## src/rtl/spi_msg_engine.sv

```systemverilog
// rtl/spi_msg_engine.sv - buffer port-B scanner that executes pending messages as SPI mode-0 frames
module spi_msg_engine #(
  parameter int DEPTH   = 256,
  parameter int CLK_DIV = 4,
  parameter int CS_GAP  = 2
) (
  input  logic        clk,
  input  logic        rst_n,
  input  logic        enable,
  output logic        buf_en,
  output logic        buf_we,
  output logic [7:0]  buf_addr,
  output logic [31:0] buf_wdata,
  input  logic [31:0] buf_rdata,
  input  logic        buf_ack,
  output logic        sclk,
  output logic        mosi,
  input  logic        miso,
  output logic        cs_n,
  output logic        busy
);

  localparam logic [3:0] S_IDLE  = 4'd0;
  localparam logic [3:0] S_READ  = 4'd1;
  localparam logic [3:0] S_RWAIT = 4'd2;
  localparam logic [3:0] S_CHECK = 4'd3;
  localparam logic [3:0] S_SETUP = 4'd4;
  localparam logic [3:0] S_SHIFT = 4'd5;
  localparam logic [3:0] S_HOLD  = 4'd6;
  localparam logic [3:0] S_WRITE = 4'd7;
  localparam logic [3:0] S_WWAIT = 4'd8;
  localparam logic [3:0] S_WGAP  = 4'd9;

  localparam logic [7:0] DIV_LAST = 8'(CLK_DIV - 1);
  localparam logic [7:0] GAP_LAST = 8'(CS_GAP - 1);
  localparam logic [7:0] PTR_LAST = 8'(DEPTH - 1);

  logic [3:0]  state;
  logic [7:0]  ptr;
  logic [7:0]  ptr_next;
  logic [7:0]  cnt;
  logic [31:0] word;
  logic [14:0] tx;
  logic [7:0]  rx;
  logic [3:0]  bit_cnt;

  assign ptr_next = (ptr == PTR_LAST) ? 8'd0 : ptr + 8'd1;
  assign buf_addr = ptr;
  assign buf_en   = (state == S_READ) || (state == S_WRITE);
  assign buf_we   = (state == S_WRITE);
  assign cs_n     = !((state == S_SETUP) || (state == S_SHIFT) || (state == S_HOLD));
  // Every state from CS setup through the post-write gap is encoded at or above S_SETUP.
  assign busy     = (state >= S_SETUP);

  always_ff @(posedge clk or negedge rst_n) begin
    if (!rst_n) begin
      state     <= S_IDLE;
      ptr       <= 8'd0;
      cnt       <= 8'd0;
      word      <= 32'd0;
      tx        <= 15'd0;
      rx        <= 8'd0;
      bit_cnt   <= 4'd0;
      sclk      <= 1'b0;
      mosi      <= 1'b0;
      buf_wdata <= 32'd0;
    end else begin
      case (state)
        S_IDLE: if (enable) state <= S_READ;
        S_READ: state <= S_RWAIT;
        S_RWAIT: begin
          if (buf_ack) begin
            word  <= buf_rdata;
            state <= S_CHECK;
          end
        end
        S_CHECK: begin
          if (word[30] && !word[31]) begin
            tx    <= word[14:0];
            mosi  <= word[15];
            cnt   <= 8'd0;
            state <= S_SETUP;
          end else begin
            ptr   <= ptr_next;
            state <= S_IDLE;
          end
        end
        S_SETUP: begin
          if (cnt == GAP_LAST) begin
            cnt     <= 8'd0;
            bit_cnt <= 4'd0;
            state   <= S_SHIFT;
          end else begin
            cnt <= cnt + 8'd1;
          end
        end
        S_SHIFT: begin
          if (cnt == DIV_LAST) begin
            cnt <= 8'd0;
            if (!sclk) begin
              sclk <= 1'b1;
              rx   <= {rx[6:0], miso};
            end else begin
              sclk <= 1'b0;
              if (bit_cnt == 4'd15) begin
                mosi  <= 1'b0;
                state <= S_HOLD;
              end else begin
                bit_cnt <= bit_cnt + 4'd1;
                mosi    <= tx[14];
                tx      <= {tx[13:0], 1'b0};
              end
            end
          end else begin
            cnt <= cnt + 8'd1;
          end
        end
        S_HOLD: begin
          if (cnt == GAP_LAST) begin
            cnt       <= 8'd0;
            // rx holds the final 8 miso samples, i.e. the slave's data byte.
            buf_wdata <= {2'b11, word[29:8], (word[15] ? rx : word[7:0])};
            state     <= S_WRITE;
          end else begin
            cnt <= cnt + 8'd1;
          end
        end
        S_WRITE: state <= S_WWAIT;
        S_WWAIT: begin
          if (buf_ack) begin
            cnt   <= 8'd0;
            state <= S_WGAP;
          end
        end
        S_WGAP: begin
          if (cnt == GAP_LAST) begin
            cnt   <= 8'd0;
            ptr   <= ptr_next;
            state <= S_IDLE;
          end else begin
            cnt <= cnt + 8'd1;
          end
        end
        default: state <= S_IDLE;
      endcase
    end
  end

endmodule

```

## config.mk

```make
export PLATFORM = sky130hd
export DESIGN_NAME = spi_msg_engine
export DESIGN_NICKNAME = d
export VERILOG_FILES = /design/src/rtl/spi_msg_engine.sv
export SDC_FILE = /design/constraint.sdc
export NUM_CORES = 1
export LEC_CHECK = 0
export ABC_AREA = 1
export CORE_MARGIN = 2
export CORE_UTILIZATION = 58
export CTS_BUF_LIST = sky130_fd_sc_hd__clkbuf_16
export DETAILED_ROUTE_END_ITERATION = 6
export PLACE_DENSITY = 0.85
export SYNTH_ARGS = -nofsm -noshare
export SYNTH_HDL_FRONTEND = slang
export SYNTH_SLANG_ARGS = --single-unit
```

## constraint.sdc

```tcl
create_clock -name clk -period 5.3 [get_ports clk]
set_clock_uncertainty 0.15 [all_clocks]
set_input_delay 1.59 -clock clk [delete_from_list [all_inputs] [get_ports clk]]
set_output_delay 1.59 -clock clk [all_outputs]
set_load 0.01 [all_outputs]
```

==> impl_metrics.ini, run 1 <==
[worst_setup_path]
setup.worst_path.start = state[3]
cp_num_buf_inv = 3
max_stage_delay_ns = 0.59
criticalPathCategory = reg2out
worstSetupStartpointType = flop
rr_worst_depth = 8
r2r-start = cnt[4]
cp.arrival_ns = 1.92
required_ns = 3.56
crit_fanout = 6
worstPathCellList = inv_1, nand2_2, nor2_1, inv_1, o21ai_0, clkdlybuf4s50_1
cp_slowest_cell = clkdlybuf4s50_1
end_kind = output pin
crit_top_cell = inv_1
r2r_slack_ns = 2.52
rr_endpoint = buf_wdata[28]
critPathTopFamily = buffers and inverters

[sta]
setup_viol = 0
maxSlewHeadroom_pct = 31.11
hold_ws_ns = 0.3276
rsz0062_at_grt = no
tightest_slew_ns = 1.030
maxSlewViolCount = 0
hold_violations = 0
period_share_pct = 69.02
timing.fmax_ghz = 0.2734
fin_tns_setup_ns = 0
finalCriticalPeriod_ns = 3.658

[global_routing]
antenna_found_initial = 0
grtUsageTotal_pct = 25.83
grt_max_degree = 64
grt-ovfl-total = 0
grt_pass1_wl_um = 20690
grt_pass1_vias = 4500

[power]
p_leak_nw = 3.268
powerDensity_mw_per_mm2 = 483.6
ir_worst_vdd_v = 0.0002827

[yosys]
yosys.area.top_type = dfrtp_1
synth_area_mm2 = 0.005308
synth_area_per_cell_um2 = 8.438
synthCells = 629
synth_edf_count = 0
synth_nets = 670
async_flop_share_pct = 100.0
yosysUniqueCellTypes = 36
synth_area_leaders = dfrtp_1 (53%), nand2_1 (18%), mux2_2 (4.7%)
synth-seq-area-share_pct = 52.81
synth-seq-cells = 112
synth.top_cell.area_share_pct = 52.81
ys.warnings.count = 0
synth-main-ff-cell = dfrtp_1

[floorplanning]
initial_core_util_pct = 60.27
pin_count = 83
core_area_mm2 = 0.008806
die_w_um = 99.66
fp.dieH_um = 99.66
die_area_mm2 = 0.009932
rows = 34

[clock_network]
cts.sinks = 112
cts_resized = 0
cts_tree = yes
clk_pin_slew_ns = 0.08
cts_max_level = 3
postCtsHoldBufs = 0
postCtsSetupBuffers = 0
clk_latency_ns = 0.35
numCtsBuffers = 9
cts_root_buf = clkbuf_16
clock_path_buffers = 2

[hold_path]
hold_class = reg2reg
holdPathEnd = buf_wdata[16]
min_path_cells = 2
hp-start = word[16]

[routing]
via_per_inst = 5.479
drt_iter0_drc = 193
wl_per_cell_um = 14.73
drc = 0
vias = 4460
drt_pass1_iterations = 5
wl_um = 11990
postRouteAntennaNets = 0

[final_layout]
drive_above_1_share_pct = 8.924
diodes = 0
fillers = 618
area_growth_pct = 21.07
nets = 743
layout.cells.non_filler = 814

[job]
cap_violations = 0

[place]
dp.cells = 799
place.gp.congestion = 0.8839
port_buffers = 82
dp_hpwl_um = 7889

[run_status]
status = completed
## cells by family after synthesis
kind of cell,synth area share (%)
buf+inv,6.129
flops,52.81
mux,4.668
simple gates,29.00
compound gates,5.469
xor+xnor,0.9901
fa+ha+maj,0.9430
## power by group
| part | switching [mW] | total (mW) | internal [mW] |
|---|---|---|---|
| Clock | 0.338 | 0.667 | 0.330 |
| Combinational | 0.626 | 1.11 | 0.484 |
| Sequential | 0.201 | 1.33 | 1.13 |
## cell usage after synthesis, types with 2 or more instances
| master | instances |
|---|---|
| o21ai_0 | 24 |
| inv_1 | 44 |
| nor2_1 | 39 |
| xor2_1 | 5 |
| o21ai_1 | 4 |
| nor3_1 | 3 |
| a21oi_1 | 14 |
| buf_2 | 11 |
| nand4_1 | 22 |
| o211ai_1 | 3 |
| mux2_2 | 22 |
| o21bai_1 | 2 |
| clkbuf_1 | 5 |
| ha_1 | 4 |
| buf_6 | 5 |
| nand2_1 | 254 |
| nand3_1 | 29 |
| dfrtp_1 | 112 |
| nand2_2 | 6 |
| nor2_4 | 2 |
| inv_2 | 4 |
## registers in the layout (all words and copies together) (netlist names)
| signal | count |
|---|---|
| sclk | 1 |
| word | 32 |
| state | 4 |
| bit_cnt | 4 |
| mosi | 1 |
| rx | 8 |
| buf_addr | 8 |
| tx | 15 |
| cnt | 8 |
| buf_wdata | 31 |
## cells in the final DEF, fill, tap and decap left out, types with 5 or more instances in the layout
cell / Yosys / final
nand2_2: 6 / 6
xor2_1: 5 / 5
clkdlybuf4s50_1: 0 / 81
nand4_1: 22 / 22
nand2_1: 254 / 254
nand3_1: 29 / 28
clkbuf_16: 0 / 9
nor2_1: 39 / 39
mux2_2: 22 / 22
a21oi_1: 14 / 14
o21ai_0: 24 / 24
dfrtp_1: 112 / 112
inv_1: 44 / 44
## per-layer routing
layer,track usage (%),part of all wire (%)
met1,32.74,43
met2,45.01,51
met3,3.865,4.0
met4,9.800,2.1
met5,0,0
## worst max-delay path by stage
stage,depth (start not counted),slack (ns),to
4_1_cts,6,1.65,buf_en
3_3_place_gp,5,1.76,word[0]
3_5_place_dp,5,1.65,word[28]
5_1_grt,6,1.54,buf_en
2_1_floorplan,5,2.53,buf_en
6_report,6,1.64,buf_en
## worst register-to-register path: stages (launching register included)
cell and delay (ns):
dfrtp_1 0.44, nor2_1 0.13, nand2_1 0.13, inv_2 0.09, nand2_2 0.08, nor3_4 0.78
inv_2 0.56, nand2_1 0.18, o21ai_0 0.09
## through the flow
step	utilization (%)	cell area [um^2]	total power [mW]	setup WS (ns)
floorplan	-	5308	2.040	2.533
global placement	69.76	6143	2.379	1.757
detailed placement	69.76	6143	2.441	1.655
CTS	72.98	6426	3.118	1.651
global route	72.98	6426	3.311	1.545
finish	72.98	6426	3.108	1.642
## area by class of cell
| type | instances | area [um^2] | share of cell area, % |
|---|---|---|---|
| well taps | 108 | 135.1 | 2.103 |
| clock inverters | 6 | 57.56 | 0.8956 |
| inverters | 48 | 180.2 | 2.804 |
| flip-flops and latches | 112 | 2803 | 43.61 |
| clock buffers | 9 | 225.2 | 3.505 |
| multi-input cells | 446 | 2185 | 34.00 |
| repair buffers | 85 | 840.8 | 13.08 |
(Power assumes the default switching activity.)
==> run 2, diff against run 1 <==
CORE_UTILIZATION = 54   (was 58)
PLACE_DENSITY = 0.8   (was 0.85)
clock period = 3.5 ns   (was 5.3 ns; I/O delays follow)
==> run 2 against run 1 <==
Routed wire length fell by 0.96%. Critical path depth unchanged. Non-clock buffer count rose by 3. Worst setup slack got worse by 1.2 ns. Global-route usage is 1.5 points lower. Final area grew 1.4%. Power grew 53%. Sequential power rose by 51%. First-iteration DRC count is 13% higher. Hold slack worse by 0.0014 ns. Sequential cell count unchanged. Die area rose by 7.1%. Critical path type unchanged.
==> impl_metrics.ini, run 2 (synthesis gave the netlist of run 1 again) <==
[floorplanning]
fp.dieH_um = 103.1
rows = 36
initial_core_util_pct = 55.06
die_area_mm2 = 0.01064
core_area_mm2 = 0.009639
die_w_um = 103.1
pin_count = 83

[power]
p_leak_nw = 3.294
powerDensity_mw_per_mm2 = 730.0
ir_worst_vdd_v = 0.0004395

[routing]
wl_um = 11880
wl_per_cell_um = 14.09
vias = 4374
via_per_inst = 5.189
postRouteAntennaNets = 0
drt_iter0_drc = 218
drc = 0
drt_pass1_iterations = 5

[sta]
maxSlewViolCount = 0
rsz0062_at_grt = no
tightest_slew_ns = 0.7440
hold_violations = 0
worst_slack_ns = 0.4289
finalCriticalPeriod_ns = 3.071
setup_viol = 0
maxSlewHeadroom_pct = 50.28
fin_tns_setup_ns = 0
timing.fmax_ghz = 0.3256
period_share_pct = 87.75

[clock_network]
postCtsHoldBufs = 0
clk_pin_slew_ns = 0.08
clk_latency_ns = 0.35
cts_tree = yes
postCtsSetupBuffers = 0
clock_path_buffers = 2
cts_root_buf = clkbuf_16
numCtsBuffers = 9
cts_resized = 0
cts.sinks = 112
cts_max_level = 3

[worst_setup_path]
criticalPathCategory = reg2out
required_ns = 2.30
crit_fanout = 6
worstSetupStartpointType = flop
cp.arrival_ns = 1.87
end_kind = output pin

[final_layout]
largest_reg_flops = 32
fillers = 785
area_growth_pct = 22.75
largest_register = word
nets = 746
drive_above_1_share_pct = 9.296
final_cell_mix = nand2_1 (254), dfrtp_1 (112), clkdlybuf4s50_1 (81)
final_core_util_pct = 67.59
diodes = 0
sequential_cell_area_mm2 = 0.002803
reg_top3 = word: 32 flops, buf_wdata: 31 flops, tx: 15 flops
multiInputGateArea_mm2 = 0.002185
layout.cells.non_filler = 843
final_common_cell = nand2_1
design_area_mm2 = 0.006515

[global_routing]
grtUsageTotal_pct = 24.33
grt_pass1_vias = 4380
antenna_found_initial = 0
grt_pass1_wl_um = 20090
grt-ovfl-total = 0
grt_max_degree = 51

[place]
dpl-instance-area_mm2 = 0.006210
dp.cells = 827
preCtsSetupSlack_ns = 0.4887
port_buffers = 82
place.gp.congestion = 0.8417
dp_hpwl_um = 8257

[hold_path]
hold_class = reg2reg

[job]
cap_violations = 0

[run_status]
status = completed
==> run 2: layout make-up <==
| class | count | share of cell area (%) |
|---|---|---|
| clock inverter | 7 | 1.229 |
| sequential | 112 | 43.02 |
| clock buffer | 9 | 3.457 |
| multi-input combinational | 446 | 33.53 |
| inverter | 48 | 2.766 |
| timing repair buffer | 88 | 13.44 |
| tap | 133 | 2.554 |
==> run 2: final timing paths <==
check                                    from       endpoint  slack (ns)  cells after the start
max in group asynchronous               rst_n   buf_wdata[0]        1.92                      2
min in group asynchronous               rst_n       state[2]        0.58                      1
worst max-delay path                 state[3]         buf_en        0.43                      6
worst min-delay path            buf_wdata[21]  buf_wdata[21]        0.33                      2
worst max register to register       state[3]          tx[1]        1.21                      9
worst min register to register  buf_wdata[21]  buf_wdata[21]        0.33                      2
==> run 2: where the power goes <==
group | switching (mW) | internal [mW]
sequential | 0.298 | 1.71
clock | 0.488 | 0.563
combinational | 0.955 | 0.739
==> run 2: metal layers <==
metal	up-vias	global-route usage, %	routed length [um]
li1	2156	-	-
met1	2098	30.74	5246
met2	104	41.46	5844
met3	16	5.763	595
met4	0	7.996	191
met5	-	0	0
==> run 2: critical path, stage by stage, from the launching register on <==
cell,delay (ns)
dfrtp_1,0.44
inv_1,0.14
nand2_2,0.10
nor2_1,0.14
inv_1,0.08
o21ai_0,0.07
clkdlybuf4s50_1,0.55
==> run 2: per-stage QoR <==
stage,hold WS [ns],power [mW]
after floorplan,0.2922,3.090
after global placement,0.3048,3.655
after detailed placement,0.3119,3.722
after CTS,0.3310,4.782
after global routing,0.3608,5.106
final,0.3262,4.756
